**config.mk**
```make
export PLATFORM = sky130hd
export DESIGN_NAME = shift_seq_flat
export DESIGN_NICKNAME = d
export VERILOG_FILES = /design/src/rtl/shift_seq_if.sv /design/src/rtl/shift_seq.sv /design/src/flat_wrapper.sv
export SDC_FILE = /design/constraint.sdc
export NUM_CORES = 1
export LEC_CHECK = 0
export CORE_AREA = 2 2 58 60
export CTS_CLUSTER_SIZE = 14
export DETAILED_ROUTE_END_ITERATION = 8
export DIE_AREA = 0 0 60 62
export GPL_ROUTABILITY_DRIVEN = 0
export PLACE_DENSITY_LB_ADDON = 0.05
export SYNTH_ARGS = -nofsm -noshare
export SYNTH_HDL_FRONTEND = slang
export SYNTH_SLANG_ARGS = --single-unit
```
**constraint.sdc**
```tcl
create_clock -name clk -period 2.12 [get_ports clk]
set_input_delay 0.318 -clock clk [delete_from_list [all_inputs] [get_ports clk]]
set_output_delay 0.318 -clock clk [all_outputs]
set_load 0.1 [all_outputs]
```
**src/rtl/shift_seq_if.sv**
```systemverilog
`default_nettype none
// ============================================================================
//  shift_seq_if
//  Bundles the request/response handshake of shift_seq together with the
//  single-position shifter link it drives.
//
//  Request  : start, op, data_in, amount          (control decode -> seq)
//  Response : busy, done, result, flag_c, flag_z  (seq -> ALU result mux)
//  Shifter  : sh_a, sh_sel (seq -> shifter), sh_out (shifter -> seq)
//
//  modport slave  : the sequencer side
//  modport master : the control decode / shifter side
//  Revision: 1.0  initial release
// ============================================================================
interface shift_seq_if #(
  parameter int WIDTH = 8,
  parameter int AMT_W = 3
);
  logic             start;
  logic [1:0]       op;
  logic [WIDTH-1:0] data_in;
  logic [AMT_W-1:0] amount;
  logic [WIDTH-1:0] sh_a;
  logic [1:0]       sh_sel;
  logic [WIDTH-1:0] sh_out;
  logic             busy;
  logic             done;
  logic [WIDTH-1:0] result;
  logic             flag_c;
  logic             flag_z;

  modport slave (
    input  start, op, data_in, amount, sh_out,
    output sh_a, sh_sel, busy, done, result, flag_c, flag_z
  );

  modport master (
    output start, op, data_in, amount, sh_out,
    input  sh_a, sh_sel, busy, done, result, flag_c, flag_z
  );
endinterface
`default_nettype wire

```
**src/rtl/shift_seq.sv**
```systemverilog
`default_nettype none
// ============================================================================
//  shift_seq
//  Multi-cycle sequencer that performs shifts/rotates by 0..2^AMT_W-1
//  positions using an external one-position shifter. The shifter output is
//  fed back into its input once per clock until the count is exhausted.
//
//  Ports:
//    clk    - system clock, rising edge
//    rst_n  - asynchronous active-low reset
//    bus    - shift_seq_if.slave: start/op/data_in/amount request,
//             busy/done/result/flag_c/flag_z response,
//             sh_a/sh_sel to the shifter, sh_out back from it
//  Op encoding (same as shifter select): 00 SLL, 01 SRL, 10 ROL, 11 ROR
//  Revision: 1.0  initial release
// ============================================================================
module shift_seq #(
  parameter int WIDTH = 8,
  parameter int AMT_W = 3
) (
  input  logic      clk,
  input  logic      rst_n,
  shift_seq_if.slave bus
);

  typedef enum logic [1:0] {
    IDLE  = 2'd0,
    SHIFT = 2'd1,
    DONE  = 2'd2
  } state_t;

  state_t           state, state_n;
  logic [WIDTH-1:0] acc, acc_n;
  logic [1:0]       op_r, op_n;
  logic [AMT_W-1:0] cnt, cnt_n;
  logic [WIDTH-1:0] result_r, result_n;
  logic             flag_c_r, flag_c_n;
  logic             flag_z_r, flag_z_n;
  logic             out_bit;

  // Bit that leaves acc on this pass: left-going ops (SLL/ROL) lose the MSB,
  // right-going ops (SRL/ROR) lose the LSB. op[0] distinguishes direction.
  assign out_bit = op_r[0] ? acc[0] : acc[WIDTH-1];

  always_ff @(posedge clk or negedge rst_n) begin
    if (!rst_n) begin
      state    <= IDLE;
      acc      <= '0;
      op_r     <= '0;
      cnt      <= '0;
      result_r <= '0;
      flag_c_r <= 1'b0;
      flag_z_r <= 1'b0;
    end else begin
      state    <= state_n;
      acc      <= acc_n;
      op_r     <= op_n;
      cnt      <= cnt_n;
      result_r <= result_n;
      flag_c_r <= flag_c_n;
      flag_z_r <= flag_z_n;
    end
  end

  always_comb begin
    state_n  = state;
    acc_n    = acc;
    op_n     = op_r;
    cnt_n    = cnt;
    result_n = result_r;
    flag_c_n = flag_c_r;
    flag_z_n = flag_z_r;

    case (state)
      IDLE: begin
        if (bus.start) begin
          acc_n = bus.data_in;
          op_n  = bus.op;
          cnt_n = bus.amount;
          if (bus.amount == '0) begin
            // Nothing to shift: publish the operand directly.
            result_n = bus.data_in;
            flag_c_n = 1'b0;
            flag_z_n = (bus.data_in == '0);
            state_n  = DONE;
          end else begin
            state_n = SHIFT;
          end
        end
      end

      SHIFT: begin
        acc_n = bus.sh_out;
        cnt_n = cnt - 1'b1;
        // cnt is never 0 here (amount 0 bypasses SHIFT), so it cannot wrap.
        // Flags are only published on the final pass so they hold their
        // previous values for the whole operation.
        if (cnt == AMT_W'(1)) begin
          result_n = bus.sh_out;
          flag_c_n = out_bit;
          flag_z_n = (bus.sh_out == '0);
          state_n  = DONE;
        end
      end

      DONE: begin
        state_n = IDLE;
      end

      default: begin
        state_n = IDLE;
      end
    endcase
  end

  // Status decoded from registered state only.
  assign bus.busy   = (state != IDLE);
  assign bus.done   = (state == DONE);
  assign bus.sh_a   = acc;
  assign bus.sh_sel = op_r;
  assign bus.result = result_r;
  assign bus.flag_c = flag_c_r;
  assign bus.flag_z = flag_z_r;

endmodule
`default_nettype wire

```
**src/flat_wrapper.sv**
```systemverilog
// flat-port wrapper written by rule: the top's interface ports become plain ports
module shift_seq_flat 
#(
  parameter int WIDTH = 8,
  parameter int AMT_W = 3
)
  (clk, rst_n, bus_start, bus_op, bus_data_in, bus_amount, bus_sh_out, bus_sh_a, bus_sh_sel, bus_busy, bus_done, bus_result, bus_flag_c, bus_flag_z);
  shift_seq_if #(.WIDTH(WIDTH), .AMT_W(AMT_W)) bus_i ();
  input  logic clk;
  input  logic rst_n;
  input wire logic [$bits(bus_i.start)-1:0] bus_start;
  input wire logic [$bits(bus_i.op)-1:0] bus_op;
  input wire logic [$bits(bus_i.data_in)-1:0] bus_data_in;
  input wire logic [$bits(bus_i.amount)-1:0] bus_amount;
  input wire logic [$bits(bus_i.sh_out)-1:0] bus_sh_out;
  output wire logic [$bits(bus_i.sh_a)-1:0] bus_sh_a;
  output wire logic [$bits(bus_i.sh_sel)-1:0] bus_sh_sel;
  output wire logic [$bits(bus_i.busy)-1:0] bus_busy;
  output wire logic [$bits(bus_i.done)-1:0] bus_done;
  output wire logic [$bits(bus_i.result)-1:0] bus_result;
  output wire logic [$bits(bus_i.flag_c)-1:0] bus_flag_c;
  output wire logic [$bits(bus_i.flag_z)-1:0] bus_flag_z;
  assign bus_i.start = bus_start;
  assign bus_i.op = bus_op;
  assign bus_i.data_in = bus_data_in;
  assign bus_i.amount = bus_amount;
  assign bus_i.sh_out = bus_sh_out;
  assign bus_sh_a = bus_i.sh_a;
  assign bus_sh_sel = bus_i.sh_sel;
  assign bus_busy = bus_i.busy;
  assign bus_done = bus_i.done;
  assign bus_result = bus_i.result;
  assign bus_flag_c = bus_i.flag_c;
  assign bus_flag_z = bus_i.flag_z;
  shift_seq #(.WIDTH(WIDTH), .AMT_W(AMT_W)) u_core (.clk(clk), .rst_n(rst_n), .bus(bus_i));
endmodule
```
==> results by group <==
Synth
  • Synth cell types: 33
  • Seq/Total Area, Yosys: 0.481
  • Ys flop type: dfrtp_1
  • Synth Register Bits: 25
  • Synth top area share: 0.481
  • Gate Count Post-Synth: 119
  • Ranking of synthesized cells by area: dfrtp_1 (48%), mux2i_1 (8.5%), a211oi_1 (6.4%)
  • Cell taking the most area after synthesis: dfrtp_1
  • Synthesized net count: 145
  • Syn_area_per_cell: 10.9 um2
  • Synth Warn #: 0
  • Fraction of registers with async set/reset: 1.00
  • Post-Syn Area: 1300 um2
  • Post-synth EDFFs: 0

Timing
  • RSZ-0062 raised after global routing: no
  • Fin. Hold Viols: 0
  • Worst Clk Skew: 8.05 ps
  • Setup ws final: 419 ps
  • Setup TNS: 0 ps
  • Fin crit period: 1700 ps
  • Fmax: 588 MHz
  • # setup viols final: 0
  • Max-slew violations: 0
  • Slew headroom: 0.735
  • Period utilization: 0.802
  • Worst slew pin tran: 397 ps

Cells and area
  • Final design utilization: 0.563
  • Fraction of layout cells with a size suffix above 1: 0.246
  • NumNets Final: 194
  • Synth-to-Final Area Change: 37.7%
  • Register Area: 626 um2
  • Antenna cells: 0
  • Filler Cell Count: 289
  • Multi-input logic area: 593 um2

Die
  • # IOs: 46
  • Initial core utilization: 0.409
  • Die width: 60 um
  • Core area: 3180 um2
  • Die Height: 62 um
  • Row count: 21
  • Die area: 3720 um2

Clocking
  • Hold_buf cts: 0
  • Post-CTS sizing: 0
  • Clock Root Buffer: clkbuf_4
  • CTS clock-pin slew for the worst setup and hold paths: 140 ps
  • Postcts setup bufs: 0
  • Clk Latency, worst-skew pair: 310 ps
  • CTS Buffer Depth: 2
  • Total CTS buffers: 3
  • Total number of H-tree levels: 1
  • Clock sinks: 25
  • CTS tree: done

Route
  • Starting DRT DRC Count: 32
  • Via-to-Cell Ratio: 5.21
  • Routed wire length: 3.17 mm
  • Final ANT Viol Nets: 0
  • Via count: 1110
  • DRC: 0
  • Mean routed wirelength per cell: 14.9 um
  • Drt pass-1 iters: 4

Global routing
  • Vias in the first global route: 1111
  • Largest net degree at the start of global routing: 26
  • Initial antenna violation count: 0
  • Total congestion overflow: 0
  • Total GRT Usage: 0.184
  • First-pass GRT wire length: 5.09 mm

Setup path
  • Critical Path, Cell by Cell: or2_2 > buf_12
  • Critical path capture point type: primary output
  • CP peak stage delay: 530 ps
  • Crit start category: register
  • WP buf/inv: 1
  • WS Path Type: register to primary output
  • Crit path max-delay family: flip-flops
  • Arrival time at the worst endpoint: 1380 ps
  • Required time of the worst setup path: 1800 ps
  • Slowest-stage cell, CP: dfrtp_1
  • Critical path fanouts, max: 9

Job
  • Max_cap viols: 0

Run status
  • Status: completed

Place
  • Pre-CTS setup slack: 346 ps
  • HPWL Detailed: 2.31 mm
  • I/O Buffers: 45

Worst hold path
  • Worst hold path class: input port to asynchronous set/reset pin
[worst reg2reg max path, stage by stage (launching register included)]
cell and delay, ps:
dfrtp_1 530, or3b_4 570, a211oi_1 280, a211oi_1 70
[through the flow]
step,hold WS (ps),area (um2),instances
after floorplan,22.4,1300,119
after detailed placement,495,1760,209
after CTS,366,1790,213
final,348,1790,213
after global placement,475,1760,209
after global routing,362,1790,213
[synth_stat cells (all sizes together), types with 3 or more instances]
cell type	n
buf	7
mux2	3
dfrtp	25
nand2	15
a211oi	11
mux2i	11
a31oi	8
nor3	4
o21ai	8
nor2b	3
[cell type report]
| type | instances | share of cell area |
|---|---|---|
| Sequential cell | 25 | 0.349 |
| Multi-Input combinational cell | 83 | 0.331 |
| Timing Repair Buffer | 53 | 0.268 |
| Tap cell | 46 | 0.0321 |
| Clock buffer | 4 | 0.0147 |
| Inverter | 2 | 0.00419 |
[registers in the layout, summed over array words and instances (netlist names)]
name	cells
u_core.bus.sh_sel	2
u_core.bus.sh_a	8
u_core.bus.result	8
u_core.bus.flag_c	1
u_core.cnt	3
u_core.bus.flag_z	1
u_core.state	2
[metal layers]
layer / up-vias / GRT usage / share of wire
li1: 532 / - / -
met1: 533 / 0.254 / 0.45
met2: 43 / 0.307 / 0.48
met3: 2 / 0.0248 / 0.059
met4: 0 / 0.0476 / 0.0066
met5: - / 0 / 0
[layout by cell type, fill, tap and decap left out, types with 3 or more instances in the layout]
| cell | count |
|---|---|
| buf_4 | 28 |
| mux2i_1 | 11 |
| a31oi_1 | 8 |
| nor3_1 | 4 |
| o21ai_1 | 7 |
| dfrtp_1 | 25 |
| nand2_1 | 15 |
| clkbuf_4 | 3 |
| a211oi_1 | 11 |
| clkdlybuf4s50_1 | 23 |
[cell families (layout without fill, tap and decap cells)]
| kind of cell | count (synthesis) | after routing | synth area share |
|---|---|---|---|
| AOI/OAI and AO/OA | 32 | 32 | 0.158 |
| xor gates and xnor gates | 1 | 1 | 0.00674 |
| adders and majority gates | 2 | 2 | 0.0192 |
| buffers and inverters | 11 | 59 | 0.0645 |
| DFF | 25 | 25 | 0.481 |
| muxes | 14 | 14 | 0.111 |
| and+or+nand+nor | 34 | 34 | 0.160 |
[worst paths after layout]
check | from | end | slack, ps | cells past startpoint
max in group asynchronous | rst_n | u_core.bus.sh_a[2] | 1510 | 2
max | u_core.state[1] | bus_busy | 420 | 2
max reg2reg | u_core.state[1] | u_core.cnt[0] | 580 | 3
min in group clk | u_core.bus.flag_c | u_core.bus.flag_c | 520 | 1
min reg2reg | u_core.bus.flag_c | u_core.bus.flag_c | 520 | 1
min | rst_n | u_core.bus.sh_sel[1] | 350 | 2
Power is left out: the tool's default activity adds up to more than one toggle a clock period on the data nets, which glitch-free logic cannot reach.
